===== src/rtl/mem_test_initiator_if.sv =====
// mem_test_initiator_if
//   Valid/ready memory bus between the self-test initiator and the memory.
//   Signal names are from the initiator's point of view.
//   addr_o   : word address
//   wr_rd_o  : 1=write, 0=read
//   wdata_o  : write data
//   valid_o  : one-cycle request pulse
//   ready_i  : response strobe from the memory
//   rdata_i  : read data, valid while ready_i=1 on a read
//   Modports: master (initiator), slave (memory).
interface mem_test_initiator_if #(
    parameter int WIDTH      = 32,
    parameter int ADDR_WIDTH = 5
) ();
    logic [ADDR_WIDTH-1:0] addr_o;
    logic                  wr_rd_o;
    logic [WIDTH-1:0]      wdata_o;
    logic                  valid_o;
    logic                  ready_i;
    logic [WIDTH-1:0]      rdata_i;

    modport master (output addr_o, wr_rd_o, wdata_o, valid_o, input ready_i, rdata_i);
    modport slave  (input addr_o, wr_rd_o, wdata_o, valid_o, output ready_i, rdata_i);
endinterface


===== src/rtl/mem_test_initiator.sv =====
// mem_test_initiator
//   Memory self-test initiator: writes D(k)=seed+k over [base, base+len) (address
//   wrapping mod DEPTH), reads the range back and counts mismatching words.
//   Optional macro MEM_TEST_INV_PASS_EN adds a second write/read pass with ~D(k).
// Ports
//   clk_i, rst_i           : clock, synchronous active-high reset
//   start_i                : start a run (only looked at while idle)
//   base_addr_i/len_i/seed_i : run parameters, captured on start
//   mem_if (master)        : valid/ready memory bus
//   busy_o, done_o         : run in progress / one-cycle end-of-run pulse
//   pass_o, timeout_o      : run result, held until the next accepted start
//   err_cnt_o              : saturating mismatch count
//   first_err_addr_o       : address of the first mismatch in the run
module mem_test_initiator #(
    parameter int WIDTH      = 32,
    parameter int DEPTH      = 32,
    parameter int ADDR_WIDTH = $clog2(DEPTH),
    parameter int TIMEOUT    = 16,
    parameter int CNT_WIDTH  = 16
) (
    input  logic                    clk_i,
    input  logic                    rst_i,
    input  logic                    start_i,
    input  logic [ADDR_WIDTH-1:0]   base_addr_i,
    input  logic [ADDR_WIDTH:0]     len_i,
    input  logic [WIDTH-1:0]        seed_i,
    mem_test_initiator_if.master    mem_if,
    output logic                    busy_o,
    output logic                    done_o,
    output logic                    pass_o,
    output logic                    timeout_o,
    output logic [CNT_WIDTH-1:0]    err_cnt_o,
    output logic [ADDR_WIDTH-1:0]   first_err_addr_o
);
    localparam int WC_W = $clog2(TIMEOUT);

    typedef enum logic [3:0] {
        IDLE,
        WR_ISSUE,
        WR_WAIT,
        RD_ISSUE,
        RD_WAIT,
`ifdef MEM_TEST_INV_PASS_EN
        WRI_ISSUE,
        WRI_WAIT,
        RDI_ISSUE,
        RDI_WAIT,
`endif
        DONE
    } state_t;

    state_t                  state_q;
    logic [ADDR_WIDTH-1:0]   base_q;
    logic [ADDR_WIDTH:0]     len_q;
    logic [WIDTH-1:0]        seed_q;
    logic [ADDR_WIDTH:0]     k_q;
    logic [WC_W-1:0]         wcnt_q;
    logic [ADDR_WIDTH-1:0]   addr_q;
    logic                    wr_q;
    logic [WIDTH-1:0]        wdata_q;
    logic                    valid_q;
    logic                    busy_q;
    logic                    done_q;
    logic                    pass_q;
    logic                    timeout_q;
    logic [CNT_WIDTH-1:0]    err_cnt_q;
    logic [CNT_WIDTH-1:0]    err_cnt_d;
    logic [ADDR_WIDTH-1:0]   first_err_q;

    // (base + k) mod DEPTH without a divider: base < DEPTH and k < DEPTH,
    // so one conditional subtract is enough.
    function automatic logic [ADDR_WIDTH-1:0] addr_of(input logic [ADDR_WIDTH-1:0] b,
                                                      input logic [ADDR_WIDTH:0]   k);
        logic [ADDR_WIDTH+1:0] s;
        s = {2'b00, b} + {1'b0, k};
        if (s >= (ADDR_WIDTH+2)'(DEPTH))
            s = s - (ADDR_WIDTH+2)'(DEPTH);
        return s[ADDR_WIDTH-1:0];
    endfunction

    function automatic logic [WIDTH-1:0] data_of(input logic [WIDTH-1:0]  s,
                                                 input logic [ADDR_WIDTH:0] k,
                                                 input logic                inv);
        logic [WIDTH-1:0] d;
        d = s + WIDTH'(k);
        return inv ? ~d : d;
    endfunction

    // Phase decode: which WAIT we are in, what to re-issue within the phase,
    // and which ISSUE state opens the following phase (DONE when none).
    logic   in_wait, is_issue, rd_phase, inv_phase, nxt_wr, nxt_inv;
    state_t cur_issue, nxt_issue, own_wait;

    always_comb begin
        in_wait   = 1'b0;
        is_issue  = 1'b0;
        rd_phase  = 1'b0;
        inv_phase = 1'b0;
        nxt_wr    = 1'b0;
        nxt_inv   = 1'b0;
        cur_issue = WR_ISSUE;
        nxt_issue = DONE;
        own_wait  = IDLE;
        case (state_q)
            WR_ISSUE: begin is_issue = 1'b1; own_wait = WR_WAIT; end
            RD_ISSUE: begin is_issue = 1'b1; own_wait = RD_WAIT; end
            WR_WAIT:  begin in_wait = 1'b1; cur_issue = WR_ISSUE; nxt_issue = RD_ISSUE; end
            RD_WAIT: begin
                in_wait   = 1'b1;
                rd_phase  = 1'b1;
                cur_issue = RD_ISSUE;
`ifdef MEM_TEST_INV_PASS_EN
                nxt_issue = WRI_ISSUE;
                nxt_wr    = 1'b1;
                nxt_inv   = 1'b1;
`endif
            end
`ifdef MEM_TEST_INV_PASS_EN
            WRI_ISSUE: begin is_issue = 1'b1; own_wait = WRI_WAIT; end
            RDI_ISSUE: begin is_issue = 1'b1; own_wait = RDI_WAIT; end
            WRI_WAIT: begin
                in_wait = 1'b1; inv_phase = 1'b1;
                cur_issue = WRI_ISSUE; nxt_issue = RDI_ISSUE; nxt_inv = 1'b1;
            end
            RDI_WAIT: begin
                in_wait = 1'b1; rd_phase = 1'b1; inv_phase = 1'b1;
                cur_issue = RDI_ISSUE;
            end
`endif
            default: ;
        endcase
    end

    logic [WIDTH-1:0]    exp_word;
    logic                mismatch;
    logic                last_word;
    logic [ADDR_WIDTH:0] k_nxt;

    assign exp_word  = data_of(seed_q, k_q, inv_phase);
    assign mismatch  = in_wait && rd_phase && mem_if.ready_i && (mem_if.rdata_i != exp_word);
    assign err_cnt_d = (mismatch && !(&err_cnt_q)) ? err_cnt_q + 1'b1 : err_cnt_q;
    assign last_word = (k_q == len_q - 1'b1);
    assign k_nxt     = k_q + 1'b1;

    always_ff @(posedge clk_i) begin
        if (rst_i) begin
            state_q     <= IDLE;
            base_q      <= '0;
            len_q       <= '0;
            seed_q      <= '0;
            k_q         <= '0;
            wcnt_q      <= '0;
            addr_q      <= '0;
            wr_q        <= 1'b0;
            wdata_q     <= '0;
            valid_q     <= 1'b0;
            busy_q      <= 1'b0;
            done_q      <= 1'b0;
            pass_q      <= 1'b0;
            timeout_q   <= 1'b0;
            err_cnt_q   <= '0;
            first_err_q <= '0;
        end else begin
            valid_q <= 1'b0;
            done_q  <= 1'b0;
            case (state_q)
                IDLE: if (start_i) begin
                    base_q      <= base_addr_i;
                    len_q       <= len_i;
                    seed_q      <= seed_i;
                    k_q         <= '0;
                    err_cnt_q   <= '0;
                    first_err_q <= '0;
                    timeout_q   <= 1'b0;
                    pass_q      <= 1'b0;
                    busy_q      <= 1'b1;
                    if (len_i == '0) begin
                        state_q <= DONE;
                        done_q  <= 1'b1;
                        pass_q  <= 1'b1;
                    end else begin
                        state_q <= WR_ISSUE;
                        valid_q <= 1'b1;
                        addr_q  <= base_addr_i;
                        wr_q    <= 1'b1;
                        wdata_q <= seed_i;
                    end
                end
                DONE: begin
                    state_q <= IDLE;
                    busy_q  <= 1'b0;
                end
                default: begin
                    if (is_issue) begin
                        // ready_i is not looked at here; the request is already on the bus.
                        wcnt_q  <= '0;
                        state_q <= own_wait;
                    end else if (in_wait) begin
                        if (mem_if.ready_i) begin
                            err_cnt_q <= err_cnt_d;
                            if (mismatch && err_cnt_q == '0)
                                first_err_q <= addr_q;
                            if (!last_word) begin
                                k_q     <= k_nxt;
                                state_q <= cur_issue;
                                valid_q <= 1'b1;
                                addr_q  <= addr_of(base_q, k_nxt);
                                wr_q    <= !rd_phase;
                                wdata_q <= rd_phase ? '0 : data_of(seed_q, k_nxt, inv_phase);
                            end else if (nxt_issue == DONE) begin
                                state_q <= DONE;
                                done_q  <= 1'b1;
                                pass_q  <= (err_cnt_d == '0);
                                addr_q  <= '0;
                                wr_q    <= 1'b0;
                                wdata_q <= '0;
                            end else begin
                                k_q     <= '0;
                                state_q <= nxt_issue;
                                valid_q <= 1'b1;
                                addr_q  <= base_q;
                                wr_q    <= nxt_wr;
                                wdata_q <= nxt_wr ? data_of(seed_q, '0, nxt_inv) : '0;
                            end
                        end else if (wcnt_q == WC_W'(TIMEOUT - 1)) begin
                            // Abort: no further requests, result is a fail.
                            timeout_q <= 1'b1;
                            state_q   <= DONE;
                            done_q    <= 1'b1;
                            pass_q    <= 1'b0;
                            addr_q    <= '0;
                            wr_q      <= 1'b0;
                            wdata_q   <= '0;
                        end else begin
                            wcnt_q <= wcnt_q + 1'b1;
                        end
                    end
                end
            endcase
        end
    end

    assign mem_if.addr_o    = addr_q;
    assign mem_if.wr_rd_o   = wr_q;
    assign mem_if.wdata_o   = wdata_q;
    assign mem_if.valid_o   = valid_q;
    assign busy_o           = busy_q;
    assign done_o           = done_q;
    assign pass_o           = pass_q;
    assign timeout_o        = timeout_q;
    assign err_cnt_o        = err_cnt_q;
    assign first_err_addr_o = first_err_q;
endmodule


===== src/flat_wrapper.sv =====
// flat-port wrapper written by rule: the top's interface ports become plain ports
module mem_test_initiator_flat 
#(
    parameter int WIDTH      = 32,
    parameter int DEPTH      = 32,
    parameter int ADDR_WIDTH = $clog2(DEPTH),
    parameter int TIMEOUT    = 16,
    parameter int CNT_WIDTH  = 16
)
  (clk_i, rst_i, start_i, base_addr_i, len_i, seed_i, busy_o, done_o, pass_o, timeout_o, err_cnt_o, first_err_addr_o, mem_if_addr_o, mem_if_wr_rd_o, mem_if_wdata_o, mem_if_valid_o, mem_if_ready_i, mem_if_rdata_i);
  mem_test_initiator_if #(.WIDTH(WIDTH), .ADDR_WIDTH(ADDR_WIDTH)) mem_if_i ();
  input  logic clk_i;
  input  logic rst_i;
  input  logic start_i;
  input  logic [ADDR_WIDTH-1:0] base_addr_i;
  input  logic [ADDR_WIDTH:0] len_i;
  input  logic [WIDTH-1:0] seed_i;
  output logic busy_o;
  output logic done_o;
  output logic pass_o;
  output logic timeout_o;
  output logic [CNT_WIDTH-1:0] err_cnt_o;
  output logic [ADDR_WIDTH-1:0] first_err_addr_o;
  output wire logic [$bits(mem_if_i.addr_o)-1:0] mem_if_addr_o;
  output wire logic [$bits(mem_if_i.wr_rd_o)-1:0] mem_if_wr_rd_o;
  output wire logic [$bits(mem_if_i.wdata_o)-1:0] mem_if_wdata_o;
  output wire logic [$bits(mem_if_i.valid_o)-1:0] mem_if_valid_o;
  input wire logic [$bits(mem_if_i.ready_i)-1:0] mem_if_ready_i;
  input wire logic [$bits(mem_if_i.rdata_i)-1:0] mem_if_rdata_i;
  assign mem_if_addr_o = mem_if_i.addr_o;
  assign mem_if_wr_rd_o = mem_if_i.wr_rd_o;
  assign mem_if_wdata_o = mem_if_i.wdata_o;
  assign mem_if_valid_o = mem_if_i.valid_o;
  assign mem_if_i.ready_i = mem_if_ready_i;
  assign mem_if_i.rdata_i = mem_if_rdata_i;
  mem_test_initiator #(.WIDTH(WIDTH), .DEPTH(DEPTH), .ADDR_WIDTH(ADDR_WIDTH), .TIMEOUT(TIMEOUT), .CNT_WIDTH(CNT_WIDTH)) u_core (.clk_i(clk_i), .rst_i(rst_i), .start_i(start_i), .base_addr_i(base_addr_i), .len_i(len_i), .seed_i(seed_i), .mem_if(mem_if_i), .busy_o(busy_o), .done_o(done_o), .pass_o(pass_o), .timeout_o(timeout_o), .err_cnt_o(err_cnt_o), .first_err_addr_o(first_err_addr_o));
endmodule

===== config.mk =====
export PLATFORM = sky130hd
export DESIGN_NAME = mem_test_initiator_flat
export DESIGN_NICKNAME = d
export VERILOG_FILES = /design/src/rtl/mem_test_initiator_if.sv /design/src/rtl/mem_test_initiator.sv /design/src/flat_wrapper.sv
export SDC_FILE = /design/constraint.sdc
export NUM_CORES = 1
export LEC_CHECK = 0
export BUFFER_PORTS_ARGS = -buffer_cell sky130_fd_sc_hd__buf_2
export CAP_MARGIN = 15
export CORE_ASPECT_RATIO = 1.2
export CORE_MARGIN = 5
export CORE_UTILIZATION = 49
export DETAILED_ROUTE_END_ITERATION = 8
export HOLD_SLACK_MARGIN = 0.03
export PLACE_DENSITY_LB_ADDON = 0.2
export SLEW_MARGIN = 20
export SYNTH_ARGS = -nofsm -noshare
export SYNTH_HDL_FRONTEND = slang
export SYNTH_SLANG_ARGS = --single-unit

===== constraint.sdc =====
create_clock -name clk_i -period 3.4 [get_ports clk_i]
set_input_delay 0.51 -clock clk_i [delete_from_list [all_inputs] [get_ports clk_i]]
set_output_delay 0.51 -clock clk_i [all_outputs]
set_load 0.01 [all_outputs]

==> run_results.csv <==
group,metric,value,unit
status,status,"finished with violations",
status,violations,"negative setup slack",
logic_synthesis,synth_seq_cells,120,
place,gp_congestion,1.02,
power,p_total,4.66,mW
clock_network,hold_buffers,0,
critical_path,path_common_cell,"buf_4",
critical_path,crit_type,"flop to flop",
drt,viasPerCell,5.81,
timing,post-route-period-util,1.02,
timing,worst_slack,-59.7,ps
place,dp.cells,1410,
place,port_buffers,142,
power,peakVddDrop,0.370,mV
floorplan,io_pins,143,
critical_path,crit_slowest_cell,"a2111o_1",
clock_network,clk_latency,430,ps
finish,fin_nets,1329,
timing,setup_viol,5,
timing,fmax,289,MHz
clock_network,cts_max_level,4,
critical_path,rr_startpoint,"u_core.k_q[0]",
finish,insertedDiodeCount,0,
logic_synthesis,netlist-cell-type-count,69,
critical_path,cpPeakStageDelay,370,ps
clock_network,cts_made_buffers,17,
logic_synthesis,synth_fp_nets,1134,
logic_synthesis,ys.flop_type,"dfxtp_1",
floorplan,die-width,125,µm
drt,post_drt_wl_per_cell,18.2,µm
critical_path,cp.required,3720,ps
floorplan,start_util,0.498,
timing,drv_slew,0,
drt,drtIter0Drc,828,
logic_synthesis,syn_area_per_cell,7.56,µm²
timing,worstMarginPinSlew,717,ps
place,dp_hpwl,19300,µm
logic_synthesis,netlist_instances,1031,
critical_path,cp_max_fo,6,
finish,fin_cells,1447,
clock_network,cts_tree,"yes",
floorplan,fp-row-count,50,
min_path,hold_class,"primary input to flop",
logic_synthesis,synth_edf_count,0,
global_route,grt.overflow.total,0,
logic_synthesis,netlist_area,0.00779,mm²
global_route,grt_max_degree,53,
drt,vias,8406,
floorplan,die_y,148,µm
clock_network,clk_pin_slew,60,ps
clock_network,root_buffer,"clkbuf_16",
global_route,antenna_found_initial,0,
logic_synthesis,postSynth.asyncResetShare,0,
drt,route.detailed.drc,0,
power,powerDensity,458,mW/mm²
run,cap_violations,0,
finish,area_growth,30.5,%
logic_synthesis,synth_top_area_cell,"dfxtp_1",
drt,firstDrtPassIters,5,
timing,fin_worst_skew,6.14,ps
min_path,hold_start,"seed_i[23]",
floorplan,core,0.0156,mm²
floorplan,die-area,0.0185,mm²
logic_synthesis,ys_warn_count,0,
drt,totalWireLength,26400,µm
finish,drive_above_1_share,0.280,
timing,rsz0062_at_grt,"true",
timing,period_needed,3460,ps
critical_path,endpoint_kind,"flop",
timing,slew_headroom,0.521,
logic_synthesis,synth.area.top_cells,"dfxtp_1 (31%), nand2_1 (7.0%), xnor2_1 (6.4%), a21oi_1 (5.3%), nor2_1 (4.8%)",
clock_network,cts_buffer_depth,2,
critical_path,cp-start-kind,"flop",
logic_synthesis,synth_top_cell_area_share,0.308,
critical_path,cp_cell_sequence,"buf_4 -> buf_4 -> clkinvlp_4 -> ha_1 -> xnor2_1 -> a2111oi_0 -> nand3_1 -> a2111o_1 -> a211oi_4 -> buf_4 -> nand3_4 -> nor3b_2 -> a31oi_1 -> nor4_2 -> a31o_1",
timing,finalHoldViolCount,0,
place,placed_cell_area,0.00925,mm²
finish,final_cell_mix,"nand2_1 (144), buf_2 (141), dfxtp_1 (113), buf_4 (109), nor2_1 (98)",
logic_synthesis,synth-seq-area-share,0.308,
drt,antenna_left,0,
global_route,grt_usage,0.274,
global_route,grt_pass1_wl,41200,µm
clock_network,clock-sinks,120,
global_route,grt_pass1_vias,8059,
critical_path,critPathLaunch,"u_core.k_q[0]",
critical_path,cp.arrival,3780,ps
finish,mostFrequentLayoutCell,"nand2_1",
finish,final_cell_area,0.0102,mm²
power,p_leak,4.32,nW
==> power by group <==
group | leakage (nW) | switching [mW] | internal (mW)
Clock | 0.303 | 0.663 | 1.27
Combinational | 3.03 | 0.648 | 0.440
Sequential | 0.987 | 0.0988 | 1.54
Total | 4.32 | 1.41 | 3.24
==> Yosys cell counts, types with 5 or more instances <==
| cell type | count |
|---|---|
| mux2i_1 | 14 |
| a22oi_1 | 5 |
| nand4_1 | 22 |
| o21ai_0 | 23 |
| inv_1 | 28 |
| a311oi_1 | 9 |
| a221oi_1 | 25 |
| ha_1 | 21 |
| nand3_1 | 31 |
| xnor2_1 | 57 |
| nor3_1 | 56 |
| nor4_1 | 15 |
| a21o_1 | 10 |
| nand3b_1 | 6 |
| a31oi_1 | 9 |
| buf_2 | 17 |
| and2_1 | 11 |
| dfxtp_1 | 120 |
| or3_1 | 8 |
| and4_1 | 5 |
| a21oi_1 | 82 |
| nand2b_1 | 10 |
| nor2_1 | 100 |
| a211oi_1 | 17 |
| nand2_1 | 145 |
| nor2b_1 | 6 |
| clkbuf_1 | 55 |
| and3_1 | 18 |
| xor2_1 | 35 |
==> worst max-delay path, delay by kind of cell (launching register included) <==
| family | cells | cell delay [ps] |
|---|---|---|
| adder cells (fa/ha/maj) | 1 | 350 |
| XOR/XNOR | 1 | 150 |
| AND/OR/NAND/NOR | 4 | 520 |
| flip-flops | 1 | 350 |
| AO/OA/AOI/OAI | 5 | 1400 |
| buffers and inverters | 4 | 580 |
==> through the flow <==
stage	hold slack, ps	setup slack [ps]	setup TNS, ps	util
after floorplan	448	35.6	0	-
after global placement	455	-48.2	-120	0.591
after detailed placement	463	-121	-304	0.591
after CTS	321	-17.9	-17.9	0.635
after global routing	342	-176	-1630	0.650
final	333	-59.7	-120	0.650
==> sequential cells by signal, summed over array words and instances (netlist names), 3 cells and up <==
signal,flops
u_core.mem_if.wdata_o,32
u_core.seed_q,32
u_core.err_cnt_o,16
u_core.k_q,6
u_core.len_q,6
u_core.base_q,5
u_core.first_err_addr_o,5
u_core.mem_if.addr_o,5
u_core.wcnt_q,4
u_core.state_q,3
==> what timing repair did <==
item / CTS / global route
setup buffers: 0 / 5
resized for setup: 12 / 47
pin swaps: 5 / 29
endpoints found under the setup margin: 13 / 31
==> path summary, 6_finish.rpt <==
kind / depth (start not counted) / to / slack, ps
worst max-delay path: 15 / u_core.pass_o / -60
worst min-delay path: 3 / u_core.seed_q[23] / 330
worst max register to register: 15 / u_core.pass_o / -60
worst min register to register: 2 / u_core.first_err_addr_o[2] / 470
==> cell type report <==
type,count,area (µm²)
timing repair buffer,253,1570
inverter,28,109
tap,208,260
clock inverter,6,110
multi-input combinational,806,5190
clock buffer,26,519
fill,1389,5470
sequential,120,2410
==> routing by layer <==
layer / wire length (µm) / GRT usage
met4: 967 / 0.132
met2: 12500 / 0.449
met3: 1730 / 0.0553
met5: 0 / 0
met1: 11100 / 0.346
==> cells by family after synthesis <==
family                     after synthesis  synth area share
AOI/OAI and AO/OA                      226             0.195
xor gates and xnor gates                92             0.103
adders and majority gates               24            0.0414
buffers and inverters                  105            0.0562
DFF                                    120             0.308
muxes                                   14            0.0180
and+or+nand+nor                        450             0.278
Power figures use the tool's default switching activity.
